===== config.mk =====
export PLATFORM = sky130hd
export DESIGN_NAME = sort_job_arbiter
export DESIGN_NICKNAME = d
export VERILOG_FILES = /design/src/rtl/sort_job_arbiter.sv
export SDC_FILE = /design/constraint.sdc
export NUM_CORES = 1
export LEC_CHECK = 0
export ABC_CLOCK_PERIOD_IN_PS = 1700
export CAP_MARGIN = 20
export CORE_MARGIN = 4
export CORE_UTILIZATION = 32
export DETAILED_ROUTE_END_ITERATION = 7
export PLACE_DENSITY = 0.67
export SYNTH_ARGS = -nofsm -noshare
export SYNTH_HDL_FRONTEND = slang
export SYNTH_SLANG_ARGS = --single-unit
export TNS_END_PERCENT = 50

===== constraint.sdc =====
create_clock -name clk -period 1.7 [get_ports clk]
set_input_delay 0.34 -clock clk [delete_from_list [all_inputs] [get_ports clk]]
set_output_delay 0.34 -clock clk [all_outputs]
set_load 0.01 [all_outputs]

===== src/rtl/sort_job_arbiter.sv =====
// Shares one N-entry sort engine between two requesters: round-robin grant,
// load stream, start pulse, bounded wait for completion, then result drain.
module sort_job_arbiter #(
  parameter int N       = 8,
  parameter int W       = 4,
  parameter int TIMEOUT = 255,
  localparam int AW     = (N > 1) ? $clog2(N) : 1,
  localparam int TW     = (TIMEOUT > 1) ? $clog2(TIMEOUT + 1) : 1
) (
  input  logic           clk,
  input  logic           rst,
  input  logic [1:0]     req,
  input  logic [1:0]     in_valid,
  input  logic [2*W-1:0] in_data,
  output logic [1:0]     in_ready,
  output logic [1:0]     out_valid,
  output logic [W-1:0]   out_data,
  output logic           out_last,
  input  logic [1:0]     out_ready,
  output logic [1:0]     grant,
  output logic           err,
  output logic           srt_ld_we,
  output logic [AW-1:0]  srt_ld_addr,
  output logic [W-1:0]   srt_ld_data,
  output logic           srt_start,
  output logic           srt_clr,
  input  logic           srt_done,
  output logic [AW-1:0]  srt_rd_addr,
  input  logic [W-1:0]   srt_rd_data
);

  typedef enum logic [2:0] {
    S_IDLE  = 3'd0,
    S_LOAD  = 3'd1,
    S_START = 3'd2,
    S_WAIT  = 3'd3,
    S_DRAIN = 3'd4
  } state_t;

  localparam logic [AW-1:0] CNT_MAX = AW'(N - 1);
  localparam logic [TW-1:0] T_LAST  = TW'(TIMEOUT - 1);

  state_t        state_q, state_d;
  logic [1:0]    grant_q, grant_d;
  logic [AW-1:0] cnt_q, cnt_d;
  logic [TW-1:0] timer_q, timer_d;
  logic          lg_q, lg_d;
  logic          gidx;
  logic          ld_acc;
  logic          rd_acc;
  logic          tmo;

  // gidx is the index of the current owner; only meaningful while grant != 00
  assign gidx   = grant_q[1];
  assign ld_acc = (state_q == S_LOAD)  && in_valid[gidx];
  assign rd_acc = (state_q == S_DRAIN) && out_ready[gidx];
  assign tmo    = (state_q == S_WAIT)  && !srt_done && (timer_q == T_LAST);
  assign grant  = grant_q;

  always_ff @(posedge clk or posedge rst) begin
    if (rst) begin
      state_q <= S_IDLE;
      grant_q <= 2'b00;
      cnt_q   <= '0;
      timer_q <= '0;
      lg_q    <= 1'b1;
    end else begin
      state_q <= state_d;
      grant_q <= grant_d;
      cnt_q   <= cnt_d;
      timer_q <= timer_d;
      lg_q    <= lg_d;
    end
  end

  always_comb begin
    state_d = state_q;
    grant_d = grant_q;
    cnt_d   = cnt_q;
    timer_d = timer_q;
    lg_d    = lg_q;
    case (state_q)
      S_IDLE: begin
        if (|req) begin
          // On a tie the requester that did not own the last job wins
          if (&req) grant_d = lg_q ? 2'b01 : 2'b10;
          else      grant_d = req;
          cnt_d   = '0;
          state_d = S_LOAD;
        end
      end
      S_LOAD: begin
        if (ld_acc) begin
          if (cnt_q == CNT_MAX) begin
            cnt_d   = '0;
            state_d = S_START;
          end else begin
            cnt_d = cnt_q + 1'b1;
          end
        end
      end
      S_START: begin
        timer_d = '0;
        state_d = S_WAIT;
      end
      S_WAIT: begin
        timer_d = timer_q + 1'b1;
        if (srt_done) begin
          cnt_d   = '0;
          state_d = S_DRAIN;
        end else if (tmo) begin
          lg_d    = gidx;
          grant_d = 2'b00;
          state_d = S_IDLE;
        end
      end
      S_DRAIN: begin
        if (rd_acc) begin
          if (cnt_q == CNT_MAX) begin
            cnt_d   = '0;
            lg_d    = gidx;
            grant_d = 2'b00;
            state_d = S_IDLE;
          end else begin
            cnt_d = cnt_q + 1'b1;
          end
        end
      end
      default: begin
        grant_d = 2'b00;
        state_d = S_IDLE;
      end
    endcase
  end

  always_comb begin
    in_ready    = 2'b00;
    out_valid   = 2'b00;
    out_data    = '0;
    out_last    = 1'b0;
    err         = 1'b0;
    srt_ld_we   = 1'b0;
    srt_ld_addr = '0;
    srt_ld_data = '0;
    srt_start   = 1'b0;
    srt_clr     = 1'b0;
    srt_rd_addr = '0;
    case (state_q)
      S_LOAD: begin
        in_ready    = grant_q;
        srt_ld_we   = in_valid[gidx];
        srt_ld_addr = cnt_q;
        srt_ld_data = gidx ? in_data[2*W-1:W] : in_data[W-1:0];
      end
      S_START: srt_start = 1'b1;
      S_WAIT: begin
        err     = tmo;
        srt_clr = tmo;
      end
      S_DRAIN: begin
        // Read data follows cnt, which only moves on a handshake, so it holds while stalled
        out_valid   = grant_q;
        srt_rd_addr = cnt_q;
        out_data    = srt_rd_data;
        out_last    = (cnt_q == CNT_MAX);
      end
      default: ;
    endcase
  end

endmodule


# --- Yosys cells after proc, flatten, opt, wreduce, memory -nomap -nowiden ---
# Index checks and enable logic that the tools add are counted.
totals:
  ff_bits: 17
  word_cells: 83
  out_inout_bits: 25
  input_bits: 21
op_classes:
  mux: 43
  n_reduce_logical: 16
  n_addsub: 2
  n_eq_ne: 15
  bitwise_logic: 1
  order_cmp: 1
op_table:
  columns: ["operator", "n"]
  rows:
  - ["$mux 3", 14]
  - ["$mux 2", 9]
  - ["$pmux 8 s2", 1]
  - ["$pmux 3 s5", 1]
  - ["$mux 1", 12]
  - ["$mux 4", 3]
  - ["$ne 2x2->1 const B", 6]
  - ["$pmux 3 s4", 1]
  - ["$reduce_and 6->1", 2]
  - ["$reduce_and 5->1", 2]
  - ["$add 8x1->8 const B", 1]
  - ["$eq 8x8->1 const B", 1]
  - ["$pmux 2 s4", 1]
  - ["$eq 3x2->1 const B", 2]
  - ["$eq 3x3->1 const B", 2]
  - ["$logic_and 1x1->1", 4]
  - ["$ne 2x1->1 const B", 2]
  - ["$reduce_bool 2->1", 2]
  - ["$reduce_bool 4->1", 1]
  - ["$reduce_or 2->1", 2]
  - ["$add 3x1->3 const B", 1]
  - ["$eq 3x1->1 const B", 1]
  - ["$logic_not 3->1", 1]
  - ["$ne 3x3->1 const B", 1]
  - ["5 further kinds", 5]

# --- Depth between registers and ports, before layout ---
# Gate-level depths: netlist (run 1).
depth:
  word_depth: 6
  depth_mapped: 6
  mapped_depth_nobuf: 6

# --- Least setup slack after synthesis (run 1) ---
# OpenSTA, ideal clock, no wires.
synth_timing:
  path_kind: "register to output"
  from: "register state_q[0]"
  to: "output srt_ld_data[0]"
  setup_slack_ns: 0.003
  path_buffers: 3
  arrival_time_ns: 1.357
  path_stages_with_launch: 7
  required_time_ns: 1.360
  cell_sequence: "dfrtp_1 -> buf_6 -> buf_4 -> inv_2 -> or3_1 -> clkbuf_1 -> nor2_1"
synth_via:
  elab_chain_len: 2
synth_lines:
  columns: ["item", "line", "source"]
  rows:
  - ["start, declared", "43", "state_t state_q, state_d;"]
  - ["start signal, assigned", "68", "state_q <= state_d;"]
  - ["$eq 3x1->1", "148", "case (state_q)"]
  - ["$mux 4", "148", null]
  - ["end, declared", "24", "output logic [W-1:0] srt_ld_data,"]
# No other way between the ends.

# --- Final worst setup path (run 1) ---
layout_timing:
  from: "register state_q[2]"
  to: "output err"
layout_via:
  elab_chain_len: 4
layout_lines:
  columns: ["item", "line", "source"]
  rows:
  - ["$eq 3x2->1 (*)", "57, 148", null]
  - ["$logic_and 1x1->1 (2 in series)", "57", "assign tmo = (state_q == S_WAIT) && !srt_done && (timer_q == T_LAST);"]
  - ["$mux 1 (*)", "148", null]
  - ["end, declared", "21", "output logic err,"]
# Mark *: on every way between the ends. The rest lies on a longest branch, timed or not.

==> impl_metrics.toml, run 1 <==
[pwr]
switching_power_mw = 1.33
p_leak_nw = 1.05
power_frac_seq = 0.198
p_per_area_nw_per_um2 = 1470
power_frac_comb = 0.707
irDropWorstVdd_uv = 794
p_int_mw = 1.93
clockPowerShare = 0.095
switching_share = 0.407

[layout]
diodes = 0
finalInstanceArea_sq_um = 2210
nets = 263
fill_cells = 325
syn_to_final_growth_pct = 77.3
drive_gt1_frac = 0.451
finalNonFillerCells = 285
multiInputGateArea_sq_um = 845
area.sequential_sq_um = 427

[worst_setup_path]
ff2ff_setup_slack_ns = -0.10
timing.rr.start = "state_q[2]$_DFFE_PP0P_"
crit_type = "reg2out"
cp-end-kind = "primary output"
cp_max_fo = 4
cp.required_ns = 1.36
rr_endpoint = "state_q[0]$_DFFE_PP0P_"
rr_worst_depth = 7
worst-endpoint-arrival_ns = 1.64
startpoint_type = "flip-flop"

[floorplan]
die_x_um = 70.4
fp.dieH_um = 70.4
core-area_sq_um = 3720
start_util = 0.335
std_cell_rows = 22
die-area_sq_um = 4960
ios = 46

[drt]
via_per_inst = 4.93
route.antenna.remaining_nets = 0
drc = 0
drtIter0Drc = 28
vias = 1405
totalWireLength_um = 4180
routedWlPerCell_um = 14.7
dr.pass1.iters = 4

[clock_tree]
clk_latency_ns = 0.25
ctsHtreeMaxLevel = 1
clk_path_buf_depth = 2
clock_sinks = 17
clock-root-buffer = "clkbuf_8"
cts.clk_slew.worst_paths_ns = 0.07
cts_buffers = 3
ctsHoldBuffers = 0
cts_tree = "done"

[global_route]
track_usage = 0.167
grt_max_degree = 18
grt_pass1_wl_um = 6750
grt_remaining_overflow = 0
grt_pass1_vias = 1414
antenna_found_initial = 0

[timing]
finalHoldViolCount = 0
fin_ws_ns = -0.280
fmaxAchievable_mhz = 505
fin_crit_ns = 1.98
finClkSkew_ns = 0.00891
timing.slew.headroom = 0.810
worst_pin_slew_ns = 0.278
report.final.slew_viol_count = 0
rsz0062_at_grt = "yes"
period_share = 1.16
finalSetupViolCount = 26

[worst_hold_path]
hp-class = "in2async"

[yosys]
syn_nets = 172
netlist_instances = 147
synth-seq-cells = 17
ys_types = 44
yosys_warnings = 0
ys_seq_area_frac = 0.342
syn_avg_cell_area_sq_um = 8.48
async_reset_ff_frac = 1.00
synth_edf_count = 0
synth-main-ff-cell = "dfrtp_1"
netlist_area_sq_um = 1250

[job]
cap_violations = 0

[place]
portBuffers = 45
gp_congestion = 0.889
place_area_sq_um = 1970
dp.cells = 265
hpwl_um = 2850
preCtsSetupSlack_ns = -0.480

[status]
violations = "setup timing"
status = "finished, violations left"
-- Yosys cell counts (2+ instances only) --
| cell | instances | area [sq um] |
|---|---|---|
| and2_1 | 10 | 62.6 |
| o21ai_0 | 11 | 55.1 |
| buf_4 | 3 | 22.5 |
| dfrtp_1 | 16 | 400 |
| nand2b_1 | 2 | 12.5 |
| nand4_1 | 2 | 12.5 |
| o21ai_2 | 2 | 17.5 |
| a22oi_1 | 2 | 15.0 |
| a21oi_1 | 4 | 20.0 |
| nand3_1 | 7 | 35.0 |
| buf_2 | 2 | 10.0 |
| clkbuf_1 | 3 | 11.3 |
| nor2_1 | 14 | 52.6 |
| mux2i_1 | 8 | 80.1 |
| ha_1 | 4 | 50.1 |
| nor3b_1 | 2 | 15.0 |
| inv_1 | 8 | 30.0 |
| a31oi_1 | 2 | 12.5 |
| o31ai_1 | 3 | 22.5 |
| nor3_1 | 4 | 20.0 |
| nand2_1 | 12 | 45.0 |
| or3_1 | 3 | 18.8 |
| buf_6 | 2 | 22.5 |
-- final cells by class --
class | instances | share of cell area
clock buffer | 4 | 0.0204
inverter | 9 | 0.0164
multi-input combinational | 112 | 0.382
sequential | 17 | 0.193
tap | 48 | 0.0272
timing repair buffer | 95 | 0.361
-- state kept, by name, summed over array words and instances, names as in the netlist --
register	cells
grant	2
timer_q	8
lg_q	1
cnt_q	3
state_q	3
-- power groups by stage --
| stage | registers (mW) | logic (mW) | clock network [mW] |
|---|---|---|---|
| CTS | 0.641 | 2.05 | 0.313 |
| global placement | 0.643 | 1.80 | 0 |
| floorplan | 0.653 | 1.03 | 0 |
| global route | 0.662 | 2.51 | 0.341 |
| detailed placement | 0.653 | 1.84 | 0 |
| finish | 0.644 | 2.30 | 0.308 |
-- cells in the final DEF, fill, tap and decap left out, types with 3 or more instances in the layout --
master	count
o21ai_0	10
a21oi_1	4
ha_1	3
clkbuf_8	3
nand2_1	12
buf_2	16
mux2i_1	8
dfrtp_1	16
nor2_4	4
nand3_1	5
nor2_2	3
inv_1	8
nor2_1	7
and2_1	9
buf_6	15
nor3_1	3
clkdlybuf4s50_1	22
or3_4	3
buf_4	41
-- cell families (layout without fill, tap and decap cells) --
group	count (synthesis)	count (layout)	synth area share
muxes	11	11	0.0944
buffers and inverters	19	108	0.0803
xor gates and xnor gates	1	1	0.00703
DFF	17	17	0.342
adders and majority gates	4	4	0.0402
and+or+nand+nor	65	66	0.283
AOI/OAI and AO/OA	30	30	0.153
-- per-stage QoR --
step / hold slack, ns / total power, mW / TNS (ns) / util
floorplan: 0.265 / 1.68 / 0 / -
global placement: 0.472 / 2.44 / -5.60 / 0.529
detailed placement: 0.493 / 2.49 / -6.01 / 0.529
CTS: 0.408 / 3.00 / -1.77 / 0.562
global route: 0.422 / 3.51 / -4.86 / 0.595
finish: 0.401 / 3.26 / -2.64 / 0.595
-- critical path, cell delays in order (launching register included) --
cell and delay (ns):
dfrtp_1 0.43, buf_6 0.15, nand3b_1 0.19, nor4_2 0.33
buf_4 0.19, buf_6 0.10
-- worst max-delay path by stage --
stage / depth (start not counted) / from / to
5_1_grt: 6 / state_q[0]$_DFFE_PP0P_ / err
6_report: 5 / state_q[2]$_DFFE_PP0P_ / err
2_1_floorplan: 6 / state_q[0]$_DFFE_PP0P_ / srt_ld_data[0]
3_5_place_dp: 4 / srt_done / err
4_1_cts: 6 / timer_q[0]$_DFFE_PP0P_ / err
3_3_place_gp: 4 / srt_done / err
-- what timing repair did --
action / CTS / global route
gates resized for setup: 113 / 25
hold endpoints to repair: 0 / 0
pin swaps: 20 / 6
cloned: 2 / 0
endpoints found under the setup margin: 24 / 34
setup buffers: 12 / 2
-- routing by layer --
metal  global-route usage  part of all wire  wire length [um]
met3               0.0388             0.074               308
met4               0.0319            0.0019                 8
met1                0.199              0.42              1760
met2                0.301              0.50              2110
met5                    0                 0                 0
Note: power is estimated with default switching activity, not from simulation.
==> run 2, diff against run 1 <==
--- a/config.mk
+++ b/config.mk
@@ -5,12 +5,13 @@
 export SDC_FILE = /design/constraint.sdc
 export NUM_CORES = 1
 export LEC_CHECK = 0
-export ABC_CLOCK_PERIOD_IN_PS = 1700
+export ABC_CLOCK_PERIOD_IN_PS = 2520
 export CAP_MARGIN = 20
 export CORE_MARGIN = 4
 export CORE_UTILIZATION = 32
 export DETAILED_ROUTE_END_ITERATION = 7
-export PLACE_DENSITY = 0.67
+export DONT_BUFFER_PORTS = 1
+export PLACE_DENSITY = 0.5
 export SYNTH_ARGS = -nofsm -noshare
 export SYNTH_HDL_FRONTEND = slang
 export SYNTH_SLANG_ARGS = --single-unit
==> constraint.sdc (replaced) <==
create_clock -name clk -period 2.52 [get_ports clk]
set_input_delay 0.504 -clock clk [delete_from_list [all_inputs] [get_ports clk]]
set_output_delay 0.504 -clock clk [all_outputs]
set_load 0.01 [all_outputs]
==> run 2 against run 1 <==
Net effect: the run now ends clean; sequential share of layout area up 13 points; sequential power down 19%; sequential cell count unchanged; worst setup slack better by 0.51 ns; routed wire length down 30%; global-route usage down 5.0 points; critical path depth down 2; register-to-register slack better by 0.63 ns; highest routed layer unchanged.
==> impl_metrics.toml, run 2 (synthesis results as in run 1) <==
[global_route]
grt_pass1_vias = 998
track_usage = 0.117
grt_pass1_wl_um = 4670
grt_remaining_overflow = 0
grt_max_degree = 18
antenna_found_initial = 0

[worst_setup_path]
cp_max_fo = 13
cp.required_ns = 2.02
rr_endpoint = "cnt_q[0]$_DFFE_PP0P_"
crit_path_max_incr_delay_ns = 0.55
crit_family = "simple AND/OR/NAND/NOR gates"
worst-endpoint-arrival_ns = 1.78
cp-end-kind = "primary output"
crit_chain = "nor3b_1, buf_4, and2_1"
cp-startpoint = "state_q[2]$_DFFE_PP0P_"
crit_slowest_cell = "dfrtp_1"
path_buf_inv = 1
ff2ff_setup_slack_ns = 0.53
timing.rr.start = "state_q[2]$_DFFE_PP0P_"
crit_type = "reg2out"
rr_worst_depth = 4
startpoint_type = "flip-flop"

[job]
cap_violations = 0

[timing]
report.final.slew_viol_count = 0
fmaxAchievable_mhz = 437
period_share = 0.908
rsz0062_at_grt = "no"
tns_ns = 0
worst_pin_slew_ns = 0.688
fin_crit_ns = 2.29
finalHoldViolCount = 0
finClkSkew_ns = 0.0103
timing.slew.headroom = 0.541
holdWs_ns = 0.236
finalSetupViolCount = 0

[floorplan]
start_util = 0.335
std_cell_rows = 22
die-area_sq_um = 4960
core-area_sq_um = 3720
ios = 46
die_x_um = 70.4
fp.dieH_um = 70.4

[worst_hold_path]
hp-class = "in2async"

[layout]
largest_reg_flops = 8
multiInputGateArea_sq_um = 719
finalNonFillerCells = 192
top_register = "timer_q"
fill_cells = 393
final_common_cell = "dfrtp_1"
syn_to_final_growth_pct = 5.02
top_regs = "timer_q (8), cnt_q (3), state_q (3)"
nets = 170
layout_common_cells = "dfrtp_1, nor2_1, nand2_1"
area.sequential_sq_um = 427
drive_gt1_frac = 0.125
diodes = 0

[place]
gp_congestion = 0.773
hpwl_um = 2230
dp.cells = 188
portBuffers = 0

[drt]
totalWireLength_um = 2910
drtIter0Drc = 53
route.antenna.remaining_nets = 0
vias = 1046
dr.pass1.iters = 4
drc = 0
routedWlPerCell_um = 15.1
via_per_inst = 5.45

[pwr]
irDropWorstVdd_uv = 523
p_per_area_nw_per_um2 = 1090
p_total_mw = 1.42
p_leak_nw = 0.563

[clock_tree]
clk_latency_ns = 0.25
cts_buffers = 3
clock-root-buffer = "clkbuf_8"
cts_resized = 0
cts_setup_buffers = 0
cts.clk_slew.worst_paths_ns = 0.07
ctsHoldBuffers = 0
clk_path_buf_depth = 2
cts_tree = "done"
ctsHtreeMaxLevel = 1
clock_sinks = 17

[status]
status = "completed"
==> run 2: changes by cell type in the layout (fill, tap and decap cells not counted), moves of 3 or more <==
cell,before,now
buf_2,16,0
buf_4,41,3
nor2_2,3,0
nor2_4,4,0
buf_6,15,0
nor2_1,7,14
clkdlybuf4s50_1,22,0
==> run 2: worst max-delay path by stage <==
stage | slack (ns) | to | cells after the start
floorplan | 0.66 | srt_ld_data[0] | 6
global placement | 0.56 | srt_rd_addr[2] | 3
detailed placement | 0.49 | out_data[1] | 3
CTS | 0.20 | out_data[1] | 3
global route | 0.02 | out_data[0] | 3
finish | 0.23 | out_data[1] | 3
==> run 2: layer usage <==
layer	up-vias	routed length (um)	global-route usage
met4	0	14	0.0319
met1	489	1280	0.137
met3	2	280	0.0518
met5	-	0	0
li1	510	-	-
met2	45	1340	0.191
==> run 2: power breakdown <==
part	switching, mW	total (mW)	leakage (nW)	internal [mW]
Sequential	0.157	0.522	0.215	0.364
Clock	0.0958	0.206	0.0255	0.110
Combinational	0.403	0.697	0.322	0.294
==> run 2: layout make-up <==
class,instances,share of cell area
timing repair buffer,3,0.0172
clock inverter,1,0.00382
inverter,9,0.0258
sequential,17,0.326
clock buffer,3,0.0315
multi-input combinational,111,0.550
tap,48,0.0459
==> run 2: worst register-to-register path: cells and delay by family, from the launching register on <==
kind | cells | cell delay [ns]
AOI/OAI and AO/OA | 1 | 0.21
DFF | 1 | 0.55
muxes | 1 | 0.36
and+or+nand+nor | 2 | 0.77
==> run 2: stage by stage <==
step | setup slack [ns] | util | cell area (sq um)
2_1_floorplan | 0.659 | - | 1250
3_3_place_gp | 0.559 | 0.340 | 1260
5_1_grt | 0.0159 | 0.352 | 1310
3_5_place_dp | 0.491 | 0.340 | 1260
6_report | 0.231 | 0.352 | 1310
4_1_cts | 0.198 | 0.352 | 1310
==> run 3, diff against run 2 <==
--- a/config.mk
+++ b/config.mk
@@ -11,6 +11,7 @@
 export CORE_UTILIZATION = 32
 export DETAILED_ROUTE_END_ITERATION = 7
 export DONT_BUFFER_PORTS = 1
+export GPL_ROUTABILITY_DRIVEN = 0
 export PLACE_DENSITY = 0.5
 export SYNTH_ARGS = -nofsm -noshare
 export SYNTH_HDL_FRONTEND = slang
==> results of run 3 <==
No change in the layout: final DEF, timing and power equal those of run 2.
